===== src/rtl/core_pkg.sv =====
// Shared core definitions for the memory stage: funct3 encodings, the XLEN
// constant and the store-buffer entry layout.
package core_pkg;

  localparam int unsigned XLEN = 32;

  // Store funct3 encodings
  localparam logic [2:0] F3_SB  = 3'b000;
  localparam logic [2:0] F3_SH  = 3'b001;
  localparam logic [2:0] F3_SW  = 3'b010;

  // Load funct3 encodings
  localparam logic [2:0] F3_LB  = 3'b000;
  localparam logic [2:0] F3_LH  = 3'b001;
  localparam logic [2:0] F3_LW  = 3'b010;
  localparam logic [2:0] F3_LBU = 3'b100;
  localparam logic [2:0] F3_LHU = 3'b101;

  // One buffered store: {addr, data, funct3}
  typedef struct packed {
    logic [XLEN-1:0] addr;
    logic [XLEN-1:0] data;
    logic [2:0]      funct3;
  } sb_entry_t;

endpackage


===== src/rtl/store_buffer_if.sv =====
// Pipeline-side and memory-side signals of the store buffer.
//   master : pipeline / test driver (drives st_* and ld_* requests)
//   slave  : store_buffer (drives ready/stall/misalign, empty and mem_*)
interface store_buffer_if;
  import core_pkg::*;

  logic            st_valid_i;
  logic [XLEN-1:0] st_addr_i;
  logic [XLEN-1:0] st_data_i;
  logic [2:0]      st_funct3_i;
  logic            st_ready_o;
  logic            st_misalign_o;

  logic            ld_valid_i;
  logic [XLEN-1:0] ld_addr_i;
  logic [2:0]      ld_funct3_i;
  logic            ld_stall_o;

  logic [XLEN-1:0] mem_addr_o;
  logic [XLEN-1:0] mem_wdata_o;
  logic [2:0]      mem_funct3_o;
  logic            mem_load_o;
  logic            mem_store_o;

  logic            empty_o;

  modport master (
    output st_valid_i, st_addr_i, st_data_i, st_funct3_i,
    output ld_valid_i, ld_addr_i, ld_funct3_i,
    input  st_ready_o, st_misalign_o, ld_stall_o,
    input  mem_addr_o, mem_wdata_o, mem_funct3_o, mem_load_o, mem_store_o,
    input  empty_o
  );

  modport slave (
    input  st_valid_i, st_addr_i, st_data_i, st_funct3_i,
    input  ld_valid_i, ld_addr_i, ld_funct3_i,
    output st_ready_o, st_misalign_o, ld_stall_o,
    output mem_addr_o, mem_wdata_o, mem_funct3_o, mem_load_o, mem_store_o,
    output empty_o
  );

endinterface


===== src/rtl/store_align_check.sv =====
// Combinational funct3/alignment legality check for memory accesses.
//   addr_lo : low two bits of the byte address
//   funct3  : access funct3
//   is_load : 1 = judge as a load (also accepts LBU/LHU), 0 = as a store
//   ok      : access is legal and naturally aligned
module store_align_check
  import core_pkg::*;
(
  input  logic [1:0] addr_lo,
  input  logic [2:0] funct3,
  input  logic       is_load,
  output logic       ok
);

  always_comb begin
    ok = 1'b0;
    case (funct3)
      F3_SB:   ok = 1'b1;
      F3_SH:   ok = ~addr_lo[0];
      F3_SW:   ok = (addr_lo == 2'b00);
      F3_LBU:  ok = is_load;
      F3_LHU:  ok = is_load & ~addr_lo[0];
      default: ok = 1'b0;
    endcase
  end

endmodule


===== src/rtl/store_buffer.sv =====
// In-order store buffer between the EX/MEM pipeline register and a
// single-ported byte-addressed data memory. Loads own the port whenever
// they can go; buffered stores retire in every other cycle. A load that
// hits a word with a pending store stalls until that store has drained.
//   clk_i, rst_i : clock, asynchronous active-high reset
//   sb           : store_buffer_if.slave (store/load requests, mem port,
//                  ready/stall/misalign/empty status)
module store_buffer
  import core_pkg::*;
#(
  parameter int unsigned DEPTH = 4,
  parameter int unsigned PTR_W = $clog2(DEPTH)
) (
  input  logic          clk_i,
  input  logic          rst_i,
  store_buffer_if.slave sb
);

  localparam logic [PTR_W:0] FULL = (PTR_W+1)'(DEPTH);

  sb_entry_t        fifo_q [DEPTH];
  logic [PTR_W-1:0] head_q;
  logic [PTR_W-1:0] tail_q;
  logic [PTR_W:0]   count_q;
  logic             misalign_q;

  logic             st_ok;
  logic             st_ready;
  logic             enq;
  logic             hit;
  logic             ld_grant;
  logic             drain;
  logic [PTR_W-1:0] off;

  store_align_check u_align (
    .addr_lo (sb.st_addr_i[1:0]),
    .funct3  (sb.st_funct3_i),
    .is_load (1'b0),
    .ok      (st_ok)
  );

  assign st_ready = (count_q != FULL);
  assign enq      = sb.st_valid_i & st_ready & st_ok;

  // An entry is live when its distance from head is below count.
  always_comb begin
    hit = 1'b0;
    off = '0;
    for (int unsigned i = 0; i < DEPTH; i++) begin
      off = PTR_W'(i) - head_q;
      if (({1'b0, off} < count_q) &&
          (fifo_q[i].addr[XLEN-1:2] == sb.ld_addr_i[XLEN-1:2]))
        hit = 1'b1;
    end
  end

  assign ld_grant = sb.ld_valid_i & ~hit;
  assign drain    = ~ld_grant & (count_q != '0);

  always_comb begin
    sb.mem_addr_o   = '0;
    sb.mem_wdata_o  = '0;
    sb.mem_funct3_o = '0;
    sb.mem_load_o   = 1'b0;
    sb.mem_store_o  = 1'b0;
    if (ld_grant) begin
      sb.mem_addr_o   = sb.ld_addr_i;
      sb.mem_funct3_o = sb.ld_funct3_i;
      sb.mem_load_o   = 1'b1;
    end else if (drain) begin
      sb.mem_addr_o   = fifo_q[head_q].addr;
      sb.mem_wdata_o  = fifo_q[head_q].data;
      sb.mem_funct3_o = fifo_q[head_q].funct3;
      sb.mem_store_o  = 1'b1;
    end
  end

  always_ff @(posedge clk_i or posedge rst_i) begin
    if (rst_i) begin
      head_q     <= '0;
      tail_q     <= '0;
      count_q    <= '0;
      misalign_q <= 1'b0;
    end else begin
      if (enq)   tail_q <= tail_q + 1'b1;
      if (drain) head_q <= head_q + 1'b1;
      case ({enq, drain})
        2'b10:   count_q <= count_q + 1'b1;
        2'b01:   count_q <= count_q - 1'b1;
        default: count_q <= count_q;
      endcase
      // Full-buffer stores are held by the pipeline, not rejected.
      misalign_q <= sb.st_valid_i & st_ready & ~st_ok;
    end
  end

  // Payload storage has no reset; validity comes from head/count.
  always_ff @(posedge clk_i) begin
    if (enq)
      fifo_q[tail_q] <= '{addr: sb.st_addr_i, data: sb.st_data_i, funct3: sb.st_funct3_i};
  end

  assign sb.st_ready_o    = st_ready;
  assign sb.st_misalign_o = misalign_q;
  assign sb.ld_stall_o    = sb.ld_valid_i & hit;
  assign sb.empty_o       = (count_q == '0);

endmodule


===== src/flat_wrapper.sv =====
// flat-port wrapper written by rule: the top's interface ports become plain ports
module store_buffer_flat import core_pkg::*;
#(
  parameter int unsigned DEPTH = 4,
  parameter int unsigned PTR_W = $clog2(DEPTH)
)
  (clk_i, rst_i, sb_st_valid_i, sb_st_addr_i, sb_st_data_i, sb_st_funct3_i, sb_ld_valid_i, sb_ld_addr_i, sb_ld_funct3_i, sb_st_ready_o, sb_st_misalign_o, sb_ld_stall_o, sb_mem_addr_o, sb_mem_wdata_o, sb_mem_funct3_o, sb_mem_load_o, sb_mem_store_o, sb_empty_o);
  store_buffer_if sb_i ();
  input  logic clk_i;
  input  logic rst_i;
  input wire logic [$bits(sb_i.st_valid_i)-1:0] sb_st_valid_i;
  input wire logic [$bits(sb_i.st_addr_i)-1:0] sb_st_addr_i;
  input wire logic [$bits(sb_i.st_data_i)-1:0] sb_st_data_i;
  input wire logic [$bits(sb_i.st_funct3_i)-1:0] sb_st_funct3_i;
  input wire logic [$bits(sb_i.ld_valid_i)-1:0] sb_ld_valid_i;
  input wire logic [$bits(sb_i.ld_addr_i)-1:0] sb_ld_addr_i;
  input wire logic [$bits(sb_i.ld_funct3_i)-1:0] sb_ld_funct3_i;
  output wire logic [$bits(sb_i.st_ready_o)-1:0] sb_st_ready_o;
  output wire logic [$bits(sb_i.st_misalign_o)-1:0] sb_st_misalign_o;
  output wire logic [$bits(sb_i.ld_stall_o)-1:0] sb_ld_stall_o;
  output wire logic [$bits(sb_i.mem_addr_o)-1:0] sb_mem_addr_o;
  output wire logic [$bits(sb_i.mem_wdata_o)-1:0] sb_mem_wdata_o;
  output wire logic [$bits(sb_i.mem_funct3_o)-1:0] sb_mem_funct3_o;
  output wire logic [$bits(sb_i.mem_load_o)-1:0] sb_mem_load_o;
  output wire logic [$bits(sb_i.mem_store_o)-1:0] sb_mem_store_o;
  output wire logic [$bits(sb_i.empty_o)-1:0] sb_empty_o;
  assign sb_i.st_valid_i = sb_st_valid_i;
  assign sb_i.st_addr_i = sb_st_addr_i;
  assign sb_i.st_data_i = sb_st_data_i;
  assign sb_i.st_funct3_i = sb_st_funct3_i;
  assign sb_i.ld_valid_i = sb_ld_valid_i;
  assign sb_i.ld_addr_i = sb_ld_addr_i;
  assign sb_i.ld_funct3_i = sb_ld_funct3_i;
  assign sb_st_ready_o = sb_i.st_ready_o;
  assign sb_st_misalign_o = sb_i.st_misalign_o;
  assign sb_ld_stall_o = sb_i.ld_stall_o;
  assign sb_mem_addr_o = sb_i.mem_addr_o;
  assign sb_mem_wdata_o = sb_i.mem_wdata_o;
  assign sb_mem_funct3_o = sb_i.mem_funct3_o;
  assign sb_mem_load_o = sb_i.mem_load_o;
  assign sb_mem_store_o = sb_i.mem_store_o;
  assign sb_empty_o = sb_i.empty_o;
  store_buffer #(.DEPTH(DEPTH), .PTR_W(PTR_W)) u_core (.clk_i(clk_i), .rst_i(rst_i), .sb(sb_i));
endmodule

===== config.mk =====
export PLATFORM = sky130hd
export DESIGN_NAME = store_buffer_flat
export DESIGN_NICKNAME = d
export VERILOG_FILES = /design/src/rtl/core_pkg.sv /design/src/rtl/store_buffer_if.sv /design/src/rtl/store_align_check.sv /design/src/rtl/store_buffer.sv /design/src/flat_wrapper.sv
export SDC_FILE = /design/constraint.sdc
export NUM_CORES = 1
export LEC_CHECK = 0
export ABC_CLOCK_PERIOD_IN_PS = 3830
export CAP_MARGIN = 10
export CORE_MARGIN = 8
export CORE_UTILIZATION = 35
export CTS_CLUSTER_DIAMETER = 50
export CTS_CLUSTER_SIZE = 40
export DETAILED_ROUTE_END_ITERATION = 7
export GPL_TIMING_DRIVEN = 0
export SKIP_CTS_REPAIR_TIMING = 1
export SLEW_MARGIN = 20
export SYNTH_ARGS = -nofsm -noshare
export SYNTH_HDL_FRONTEND = slang
export SYNTH_SLANG_ARGS = --single-unit

===== constraint.sdc =====
create_clock -name clk_i -period 3.83 [get_ports clk_i]
set_input_delay 0.766 -clock clk_i [delete_from_list [all_inputs] [get_ports clk_i]]
set_output_delay 0.766 -clock clk_i [all_outputs]
set_load 0.01 [all_outputs]

==> run_results.csv <==
group,metric,value,unit
status,outcome,"complete, no violations",
job,cap_violations,0,
timing,tightestPinTransition,1.043,ns
drt,drtIter0Drc,405,
cells_and_area,finalNetCount,1082,
timing,holdWs,0.5565,ns
setup_path,start_kind,"register",
setup_path,arrival,3.03,ns
drt,post_drt_wl_per_cell,23.43,um
clock_network,clk_pin_slew,0.08,ns
grt,grt_overflow_total,0,
cells_and_area,syn_to_final_growth,29.60,%
timing,fin_crit,3.793,ns
placed_design,dp_hpwl,23.54,mm
drt,routed_via_density,4.926,
pwr,vdd_ir_drop_max,0.0004088,V
setup_path,r2r_start,"u_core.head_q[1]",
setup_path,r2r_end,"u_core.count_q[2]",
logic_synthesis,syn_inst,764,
clock_network,clk_latency,0.52,ns
clock_network,clock_sinks,276,
pwr,internal-power,0.007144,W
drt,route.vias.total,7163,
timing,clock_skew,0.03161,ns
clock_network,cts_tree,"built",
die,num_rows,69,
logic_synthesis,synth_edf_count,268,
clock_network,cts_root_buffer,"clkbuf_16",
logic_synthesis,ys_types,33,
logic_synthesis,ys_warn_count,0,
logic_synthesis,synth_area,12700,um^2
placed_design,post-place-cells,1377,
logic_synthesis,avgSynthCellArea,16.62,um^2
cells_and_area,regArea,8249,um^2
timing,achievable-frequency,0.2636,GHz
cells_and_area,drive_gt1_share,27.32,%
pwr,power_frac_seq,35.1,%
pwr,p_comb_share,32.2,%
setup_path,crit_type,"reg -> out",
drt,drtAntennaViolNets,0,
die,ios,179,
placed_design,place_congestion,0.8861,
logic_synthesis,synth-async-reset-ratio,2.899,%
setup_path,required,3.06,ns
clock_network,htreeDepth,2,
grt,grt_pass1_wl,49.42,mm
logic_synthesis,synthesis.nets,880,
logic_synthesis,ys_seq_area_share,64.95,%
pwr,power_density,622.2,nW/um^2
hold_path,hp-class,"in -> async",
die,die_w,206.5,um
timing,setup_viol,0,
clock_network,cts_buffer_depth,3,
timing,relSlewSlack,30.49,%
pwr,p_sw_share,30.23,%
timing,grt_setup_unrepaired,"true",
grt,grt_max_degree,40,
setup_path,cp-endpoint,"sb_mem_addr_o[17]",
drt,first_pass_iters,6,
cells_and_area,multi_input_area,4080,um^2
timing,hold_viol,0,
setup_path,crit_path_end_kind,"primary output",
timing,setup-tns-final,0,ns
logic_synthesis,synth_ff_type,"edfxtp_1",
setup_path,crit_path_max_fanout,6,
cells_and_area,fin_area,16460,um^2
cells_and_area,fill_cells,3160,
timing,slew_violations,0,
drt,drt-total-wl,34.07,mm
timing,worst_slack,0.03654,ns
die,die_y,206.5,um
setup_path,reg2reg_depth,17,
pwr,pwr-share-clk,32.7,%
setup_path,startpoint,"u_core.head_q[1]",
placed_design,placed_cell_area,14870,um^2
grt,grtUsageTotal,15.83,%
die,initial_utilization,35.61,%
placed_design,port_buffers,148,
pwr,power_switching,0.003095,W
timing,finalCritPeriodShare,99.05,%
die,core,35660,um^2
placed_design,pre_cts_ws,-0.8192,ns
clock_network,cts_buffers,35,
logic_synthesis,synth-seq-cells,276,
drt,drc,0,
grt,antenna_found_initial,3,
cells_and_area,final_cells,1454,
grt,grt_pass1_vias,7664,
die,dieArea,42630,um^2
pwr,p_leak,6.146,nW
setup_path,r2r_setup_slack,0.54,ns
## power groups by stage
stage	combinational, W	clock (W)	sequential (W)
6_report	0.00329	0.00335	0.00360
5_1_grt	0.00358	0.00354	0.00361
4_1_cts	0.00331	0.00343	0.00358
3_5_place_dp	0.00329	0	0.00364
3_3_place_gp	0.00324	0	0.00366
2_1_floorplan	0.00195	0	0.00364
## logic make-up after synthesis
| kind of cell | share of synthesized area, % |
|---|---|
| xor+xnor | 8.759 |
| flops | 64.95 |
| simple gates | 5.350 |
| compound gates | 0.7785 |
| buf+inv | 4.394 |
| mux | 14.72 |
| fa+ha+maj | 1.044 |
## cell usage after synthesis, types with 2 or more instances
library cell | number | area share, %
buf_4 | 6 | 0.35
nand4_1 | 24 | 1.2
xor2_1 | 4 | 0.28
and2_2 | 12 | 0.71
nor4_1 | 4 | 0.20
nand2_1 | 37 | 1.1
nor3_1 | 6 | 0.24
nor2_1 | 4 | 0.12
o21ai_0 | 2 | 0.079
inv_1 | 52 | 1.5
mux4_2 | 67 | 12
edfxtp_1 | 268 | 63
mux2i_1 | 36 | 2.8
clkbuf_1 | 10 | 0.30
a21oi_1 | 6 | 0.24
dfrtp_1 | 8 | 1.6
o2111ai_1 | 3 | 0.21
nand3_1 | 9 | 0.35
buf_2 | 30 | 1.2
buf_6 | 10 | 0.89
and2_1 | 24 | 1.2
xnor2_1 | 123 | 8.5
ha_1 | 9 | 0.89
## registers in the layout, summed over array words and instances, names as in the netlist
name                     count
u_core.tail_q                2
u_core.fifo_q              268
u_core.sb.st_misalign_o      1
u_core.count_q               3
u_core.head_q                2
## layer usage
layer	vias up	GRT usage, %	share of wire (%)
met2	243	25.53	47
met3	60	4.263	8.3
met4	6	4.832	2.5
met1	3602	20.62	42
met5	-	0	0.10
li1	3252	-	-
## layout make-up
class	count	share of cell area, %
multi-input combinational	378	24.79
antenna	1	0.01521
tap	461	3.505
timing repair buffer	169	10.61
inverter	52	1.232
buffer	54	2.380
clock inverter	26	1.718
sequential	276	50.13
clock buffer	37	5.626
## worst max-delay path, cell delays in order, from the launching register on
cell and delay, ns:
dfrtp_1 0.38, buf_6 0.13, buf_12 0.12, inv_6 0.04, ha_4 0.27, inv_4 0.04, a2111oi_4 0.37, nand3_1 0.12
and4_4 0.24, nand2_8 0.12, buf_6 0.14, buf_12 0.14, mux2i_4 0.24, buf_2 0.16
## stage by stage
step           utilization, %  power, W
5_1_grt                 46.15   0.01073
2_1_floorplan               -  0.005582
6_report                46.16   0.01024
3_3_place_gp            41.39  0.006903
4_1_cts                 45.09   0.01032
3_5_place_dp            41.70  0.006935
## placed cells by master (no fill, tap or decap), drive strengths merged, types with 7 or more instances in the layout
cell and count:
edfxtp 268, clkdlybuf4s50 78, xnor2 123, clkinv 13, inv 58, nand4 24
dlymetal6s2s 40, mux2i 36, and2 36, nand2 38, a21oi 7, ha 9
mux4 67, buf 74, dfrtp 8, clkbuf 68, nand3 9
## how the worst min path moves through the flow
stage	start	endpoint	slack, ns
3_3_place_gp	u_core.count_q[0]	u_core.count_q[0]	0.55
6_report	rst_i	u_core.sb.st_misalign_o	0.56
4_1_cts	rst_i	u_core.sb.st_misalign_o	0.57
5_1_grt	rst_i	u_core.sb.st_misalign_o	0.58
2_1_floorplan	u_core.count_q[0]	u_core.count_q[0]	0.50
3_5_place_dp	u_core.count_q[0]	u_core.count_q[0]	0.57
Power figures use the tool's default switching activity.
